**config.mk**
```make
export PLATFORM = sky130hd
export DESIGN_NAME = display_regs
export DESIGN_NICKNAME = d
export VERILOG_FILES = /design/src/rtl/display_regs_pkg.sv /design/src/rtl/display_regs_tick_gen.sv /design/src/rtl/display_regs.sv
export SDC_FILE = /design/constraint.sdc
export NUM_CORES = 1
export LEC_CHECK = 0
export ABC_AREA = 1
export CAP_MARGIN = 15
export CORE_ASPECT_RATIO = 1.75
export CORE_MARGIN = 10
export CORE_UTILIZATION = 52
export DETAILED_ROUTE_END_ITERATION = 10
export PLACE_DENSITY_LB_ADDON = 0.25
export SLEW_MARGIN = 10
export SYNTH_ARGS = -nofsm -noshare
export SYNTH_HDL_FRONTEND = slang
export SYNTH_SLANG_ARGS = --single-unit
```
**constraint.sdc**
```tcl
create_clock -name clk -period 3.8 [get_ports clk]
set_clock_uncertainty 0.2 [all_clocks]
set_input_delay 0.76 -clock clk [delete_from_list [all_inputs] [get_ports clk]]
set_output_delay 0.76 -clock clk [all_outputs]
set_load 0.02 [all_outputs]
```
**src/rtl/display_regs_pkg.sv**
```systemverilog
// -----------------------------------------------------------------------------
// display_regs_pkg
// Shared display defines: seven-segment codes (active-low, bit 6 = segment g,
// bit 0 = segment a), LEDR bar constants and a nibble-to-segment helper used by
// the sequencer that feeds display_regs.
// No ports (package).
// -----------------------------------------------------------------------------
package display_regs_pkg;

   typedef logic [6:0] seg_t;
   typedef logic [9:0] ledr_t;

   localparam int HEX_DIGITS = 6;

   // Active-low segment codes: a 0 lights the segment.
   localparam seg_t HEX_0   = 7'h40;
   localparam seg_t HEX_1   = 7'h79;
   localparam seg_t HEX_2   = 7'h24;
   localparam seg_t HEX_3   = 7'h30;
   localparam seg_t HEX_4   = 7'h19;
   localparam seg_t HEX_5   = 7'h12;
   localparam seg_t HEX_6   = 7'h02;
   localparam seg_t HEX_7   = 7'h78;
   localparam seg_t HEX_8   = 7'h00;
   localparam seg_t HEX_9   = 7'h10;
   localparam seg_t HEX_A   = 7'h08;
   localparam seg_t HEX_B   = 7'h03;
   localparam seg_t HEX_C   = 7'h46;
   localparam seg_t HEX_D   = 7'h21;
   localparam seg_t HEX_E   = 7'h06;
   localparam seg_t HEX_F   = 7'h0E;
   localparam seg_t HEX_OFF = 7'h7F;

   // LEDR bar: all off, and all ten lit (the last position before wrapping).
   localparam ledr_t LEDR_OFF = 10'h000;
   localparam ledr_t LEDR_10  = 10'h3FF;

   function automatic seg_t hex_digit(input logic [3:0] value);
      seg_t code;
      case (value)
         4'h0:    code = HEX_0;
         4'h1:    code = HEX_1;
         4'h2:    code = HEX_2;
         4'h3:    code = HEX_3;
         4'h4:    code = HEX_4;
         4'h5:    code = HEX_5;
         4'h6:    code = HEX_6;
         4'h7:    code = HEX_7;
         4'h8:    code = HEX_8;
         4'h9:    code = HEX_9;
         4'hA:    code = HEX_A;
         4'hB:    code = HEX_B;
         4'hC:    code = HEX_C;
         4'hD:    code = HEX_D;
         4'hE:    code = HEX_E;
         default: code = HEX_F;
      endcase
      return code;
   endfunction

endpackage

```
**src/rtl/display_regs_tick_gen.sv**
```systemverilog
// -----------------------------------------------------------------------------
// tick_gen
// Divides clk down to one display step every TICK_DIV cycles (TICK_DIV >= 2).
// Ports:
//   clk    in   system clock
//   reset  in   asynchronous active-low reset
//   pause  in   holds the count and suppresses step while high
//   step   out  one-clk pulse, registered
// The terminal count is decoded together with pause and registered, so step
// rises the clk after the counter sat at TICK_DIV-1 with pause low. A pause
// sampled while the count is at TICK_DIV-1 therefore cancels that step and
// parks the counter at TICK_DIV-1 until pause drops.
// -----------------------------------------------------------------------------
module tick_gen #(
   parameter int TICK_DIV = 50_000_000
) (
   input  logic clk,
   input  logic reset,
   input  logic pause,
   output logic step
);

   localparam int               CNT_W   = $clog2(TICK_DIV);
   localparam logic [CNT_W-1:0] CNT_MAX = CNT_W'(TICK_DIV - 1);

   logic [CNT_W-1:0] cnt_p0;
   logic             step_p0;
   logic             at_max;

   // Full-width compare against the terminal count.
   assign at_max = (cnt_p0 == CNT_MAX);

   // Stage p0: counter and registered step.
   always_ff @(posedge clk or negedge reset) begin
      if (!reset) begin
         cnt_p0  <= '0;
         step_p0 <= 1'b0;
      end else begin
         step_p0 <= !pause && at_max;
         if (!pause) begin
            cnt_p0 <= at_max ? '0 : cnt_p0 + CNT_W'(1);
         end
      end
   end

   assign step = step_p0;

endmodule

```
**src/rtl/display_regs.sv**
```systemverilog
// -----------------------------------------------------------------------------
// display_regs
// Display output registers for the LEDR bar and HEX0..HEX5, advanced once per
// display step. The external sequencer advances on step and receives
// current_ledr / current_hex0..5 back as its state.
// Ports:
//   clk, reset          clock, asynchronous active-low reset (release must
//                       already be synchronous to clk)
//   pause               freezes stepping while high
//   ledr_en             advance the LEDR bar on the next step
//   hex_en              load next_hex0..5 on the next step
//   next_hex0..5        candidate segment codes from the sequencer
//   step                one-clk step pulse (registered)
//   current_ledr        registered LEDR bar
//   current_hex0..5     registered active-low segment codes for HEX0..HEX5
// -----------------------------------------------------------------------------
module display_regs
   import display_regs_pkg::*;
#(
   parameter int TICK_DIV = 50_000_000
) (
   input  logic       clk,
   input  logic       reset,
   input  logic       pause,
   input  logic       ledr_en,
   input  logic       hex_en,
   input  logic [6:0] next_hex0,
   input  logic [6:0] next_hex1,
   input  logic [6:0] next_hex2,
   input  logic [6:0] next_hex3,
   input  logic [6:0] next_hex4,
   input  logic [6:0] next_hex5,
   output logic       step,
   output logic [9:0] current_ledr,
   output logic [6:0] current_hex0,
   output logic [6:0] current_hex1,
   output logic [6:0] current_hex2,
   output logic [6:0] current_hex3,
   output logic [6:0] current_hex4,
   output logic [6:0] current_hex5
);

   // Bar grows by one lit LED per step; once all ten are lit it clears.
   function automatic ledr_t ledr_advance(input ledr_t cur);
      if (cur == LEDR_10) begin
         return LEDR_OFF;
      end
      return {cur[8:0], 1'b1};
   endfunction

   logic step_p0;

   tick_gen #(
      .TICK_DIV (TICK_DIV)
   ) u_tick_gen (
      .clk   (clk),
      .reset (reset),
      .pause (pause),
      .step  (step_p0)
   );

   assign step = step_p0;

   // Stage p1: display registers, updated on the clk where step is high.
   always_ff @(posedge clk or negedge reset) begin
      if (!reset) begin
         current_ledr <= LEDR_OFF;
      end else if (step_p0 && ledr_en) begin
         current_ledr <= ledr_advance(current_ledr);
      end
   end

   always_ff @(posedge clk or negedge reset) begin
      if (!reset) begin
         current_hex0 <= HEX_OFF;
         current_hex1 <= HEX_OFF;
         current_hex2 <= HEX_OFF;
         current_hex3 <= HEX_OFF;
         current_hex4 <= HEX_OFF;
         current_hex5 <= HEX_OFF;
      end else if (step_p0 && hex_en) begin
         current_hex0 <= next_hex0;
         current_hex1 <= next_hex1;
         current_hex2 <= next_hex2;
         current_hex3 <= next_hex3;
         current_hex4 <= next_hex4;
         current_hex5 <= next_hex5;
      end
   end

endmodule

```
== Word-level counts from Yosys, hierarchy flattened ==
Cells that the tools add are included.
Storage, ports and cells
  register bits after elaboration: 79
  bits of input ports: 47
  output and inout port bits: 53
  word-level logic and storage cells: 21
Operators by class
  add/sub/neg operators: 1
  equality and inequality tests: 2
  muxes and demuxes: 5
  reduce and logical (&&, ||, !) cells: 4
Operator list (count)
  26-bit by 1-bit adder with 26-bit output, second input constant: 1
  26-bit equality test, second input constant: 1
  26-bit 2-to-1 mux: 1
  10-bit 2-to-1 mux: 2
  10-bit equality test, second input constant: 1
  1-bit logical AND: 3
  1-bit 2-to-1 mux: 2
  1-bit logical NOT: 1

== Depth between registers and ports, before layout ==
  word-level depth: 4
  depth in mapped cells: 9
  gate-level depth less buffers: 9

== By module ==
Synthesis repeated with hierarchy kept, for this count alone.
Unflattened totals
  cell total of the unflattened synthesis: 411
  area total of the unflattened synthesis: 3851.2 sq um
By module, submodules not included
  display_regs: times used 1, cells an instance 141, area an instance 2054.5 sq um, sequential area each 1353.8 sq um
  tick_gen: times used 1, cells an instance 270, area an instance 1796.7 sq um, sequential area each 675.6 sq um

== Least setup slack after synthesis ==
No wires, ideal clock.
  path type: in2reg
  start: in pause
  end: reg u_tick_gen.cnt_p0[25]
  arrival time: 1518 ps
  required time: 3481 ps
  setup slack: 1963 ps
  stages: 6
  buffers on the path: 1
  path through: buf_2 -> clkinv_1 -> nand4_1 -> nor2_1 -> a21oi_1 -> nor2_1
RTL lines
  start, declared: RTL line display_regs.sv:24  | input logic pause,
  end signal, assigned: RTL line display_regs_tick_gen.sv:41  | cnt_p0 <= at_max ? '0 : cnt_p0 + CNT_W'(1);
  end, declared: RTL line display_regs_tick_gen.sv:26  | logic [CNT_W-1:0] cnt_p0;

== Worst setup path after layout ==
  start: reg current_hex0[5]
  end: out current_hex0[5]
RTL lines
  start, declared: RTL line display_regs.sv:35  | output logic [6:0] current_hex0,
  start signal, assigned: RTL line display_regs.sv:82  | current_hex0 <= next_hex0;
No word-level cell between the ends.

==> impl_metrics.env <==
export IMPL_outcome="finished, final reports clean"
export IMPL_crit_path_cell_trace="clkdlybuf4s50_1"
export IMPL_floorplan_die_area_sq_um=11200
export IMPL_critPathMaxFanout=2
export IMPL_cts_max_level=3
export IMPL_clock_insertion_delay_worst_skew_ps=340
export IMPL_pwr_density_cell_nw_per_um2=404
export IMPL_post_cts_setup_buffer_count=0
export IMPL_n_fill_cell=533
export IMPL_synth_adder_area_share=0.00664
export IMPL_ant_nets=0
export IMPL_worstPathRequired_ps=2840
export IMPL_clock_sinks=79
export IMPL_setup_viol=0
export IMPL_synth_top_cell_area_share=0.293
export IMPL_place_gp_congestion=0.926
export IMPL_finalHoldViolCount=0
export IMPL_yosys_cell_types_count=27
export IMPL_grt_pass1_wl_um=16600
export IMPL_worst_min_delay_path_category="reg -> reg"
export IMPL_unrepaired_setup_endpoints_after_global_routing="no"
export IMPL_post_synth_top_area_cell="dfstp_2"
export IMPL_yosys_register_bits=79
export IMPL_timing_final_max_slew_violations=0
export IMPL_timing_critical_path_to_type="output pin"
export IMPL_area_growth_pct=36.6
export IMPL_synth_warnings=0
export IMPL_floorplan_die_width_um=84.4
export IMPL_max_cap_viol_count=0
export IMPL_synth_compound_area_share=0.0232
export IMPL_postSynthCellCount=401
export IMPL_num_vias=3087
export IMPL_grt_antenna_before_repair=0
export IMPL_final_net_count=554
export IMPL_synth_yosys_seq_area_share=0.538
export IMPL_grt_start_max_net_pins=80
export IMPL_postSynthAreaPerCell_sq_um=9.40
export IMPL_crit_arrival_ps=1500
export IMPL_portBuffers=99
export IMPL_fmaxAchievable_mhz=406
export IMPL_overflow=0
export IMPL_number_of_global_route_vias_before_repair=3157
export IMPL_floorplan_die_height_um=133
export IMPL_finish_cell_count_without_fillers=596
export IMPL_cts_tree="yes"
export IMPL_route_detailed_drc=0
export IMPL_clk_slew_on_worst_s_h_paths_ps=60
export IMPL_placeableCoreArea_sq_um=7130
export IMPL_p_leak_nw=2.39
export IMPL_whs_ps=319
export IMPL_vdd_ir_drop_max_mv=0.262
export IMPL_post_synthesis_share_of_cell_area_spent_on_xor_and_xnor_gates=0.0116
export IMPL_final_min_clock_period_ps=2460
export IMPL_slowest_delay_ps=640
export IMPL_worstMarginPinSlew_ps=958
export IMPL_drt_pass1_iter_count=4
export IMPL_hold_buf_cts=0
export IMPL_antennaDiodeCount=0
export IMPL_post_dp_hpwl_um=7740
export IMPL_combinational_family_with_the_most_area_after_synthesis="simple AND/OR/NAND/NOR gates"
export IMPL_row_count=41
export IMPL_synth_simple_gate_area_share=0.241
export IMPL_maxSlewHeadroom=0.361
export IMPL_io_pins=100
export IMPL_initial_util=0.529
export IMPL_post_synth_instance_area_sq_um=3770
export IMPL_ctsRootBufferMaster="clkbuf_16"
export IMPL_timing_setup_tns_ps=0
export IMPL_critical_path_slowest_cell="clkdlybuf4s50_1"
export IMPL_total_nets_after_synthesis=450
export IMPL_period_share=0.648
export IMPL_worstSetupStartpointType="flip-flop"
export IMPL_routed_via_density=5.18
export IMPL_iteration_0_drc_markers=153
export IMPL_synth_mux_area_fraction=0.125
export IMPL_post_route_cells_drive_above_1_share=0.229
export IMPL_power_w=0.00208
export IMPL_grt_total_usage=0.186
export IMPL_cp_top_family="buffers and inverters"
export IMPL_wl_um=10100
export IMPL_synth_top_cells_by_area="dfstp_2, dfrtp_1, mux2_2"
export IMPL_critPathBufInv=1
export IMPL_detail_route_wl_per_cell_um=17.0
export IMPL_path_class="reg -> out"
export IMPL_cts_path_max_buffers=2
export IMPL_cts_resized_gates=0
export IMPL_numCtsBuffers=9
export IMPL_place_inst=580
## Yosys cell counts
cell,count
nand3_1,30
nor2_4,1
inv_2,1
xor2_1,4
ha_1,2
buf_6,1
dfrtp_1,37
buf_2,6
mux2_2,42
nor2_2,7
inv_1,40
nand3_4,1
o21ai_0,10
a21o_1,1
nor3_1,3
nor2_1,53
nor2_8,1
nand2_4,1
nand3_2,1
nand2_1,98
nand4_1,7
xnor2_1,1
dfstp_2,42
a21oi_1,6
or2_2,1
clkinv_1,2
nand2_2,2
## metal layers
metal / part of all wire / global-route usage / vias to the layer above
met5: 0 / 0 / -
met4: 0.033 / 0.0901 / 0
met3: 0.065 / 0.0596 / 26
met2: 0.52 / 0.326 / 112
met1: 0.38 / 0.193 / 1451
li1: - / - / 1498
## cells by family after synthesis
| logic type | after synthesis |
|---|---|
| and+or+nand+nor | 206 |
| DFF | 79 |
| buffers and inverters | 50 |
| muxes | 42 |
| AOI/OAI and AO/OA | 17 |
| xor gates and xnor gates | 5 |
| adders and majority gates | 2 |
## cell usage in the layout, fill, tap and decap left out, drive strengths merged
cell type and instances:
a21o 1, a21oi 6, buf 2, bufinv 1, clkbuf 12, clkdlybuf4s50 98, clkinv 4, clkinvlp 1
dfrtp 37, dfstp 42, ha 2, inv 41, mux2 42, nand2 101, nand3 32, nand4 7
nor2 62, nor3 3, o21ai 10, or2 1, xnor2 1, xor2 4
## state kept, by name, summed over array words and instances (netlist names)
signal,cells
current_hex3,7
current_hex0,7
u_tick_gen.step,1
current_hex1,7
current_ledr,10
current_hex5,7
u_tick_gen.cnt_p0,26
current_hex4,7
current_hex2,7
## worst paths after layout
check                                                  from  slack [ps]                           endpoint  depth (start not counted)
max                             current_hex0[5]$_DFFE_PN1P_        1340                    current_hex0[5]                          1
min                             current_ledr[9]$_DFFE_PN0P_         320        current_ledr[9]$_DFFE_PN0P_                          2
max reg2reg                u_tick_gen.cnt_p0[0]$_DFFE_PN0N_        1900  u_tick_gen.cnt_p0[18]$_DFFE_PN0N_                          7
min reg2reg                     current_ledr[9]$_DFFE_PN0P_         320        current_ledr[9]$_DFFE_PN0P_                          2
max in group asynchronous                             reset        2400   u_tick_gen.cnt_p0[2]$_DFFE_PN0N_                          1
min in group asynchronous                             reset         360        current_ledr[6]$_DFFE_PN0P_                          1
## stage by stage
step / util / area (sq um) / setup slack, ps
6_report: 0.722 / 5150 / 1340
3_3_place_gp: 0.678 / 4830 / 1070
4_1_cts: 0.722 / 5150 / 1310
5_1_grt: 0.722 / 5150 / 1200
3_5_place_dp: 0.678 / 4830 / 1030
2_1_floorplan: - / 3770 / 1960
## area by class of cell
cell class	count	area, sq um	share of cell area
clock buffers	12	268	0.0520
clock inverters	4	51.3	0.00996
inverters	43	161	0.0313
multi-input cells	272	1540	0.299
flip-flops and latches	79	2030	0.394
well taps	86	108	0.0209
repair buffers	100	996	0.193
## power by group
part / leakage [nW] / internal [W] / switching, W
combinational: 1.36 / 0.000103 / 0.000141
sequential: 0.871 / 0.000886 / 0.0000525
clock: 0.154 / 0.000566 / 0.000329
No activity file was read; power rests on OpenSTA's default activity.
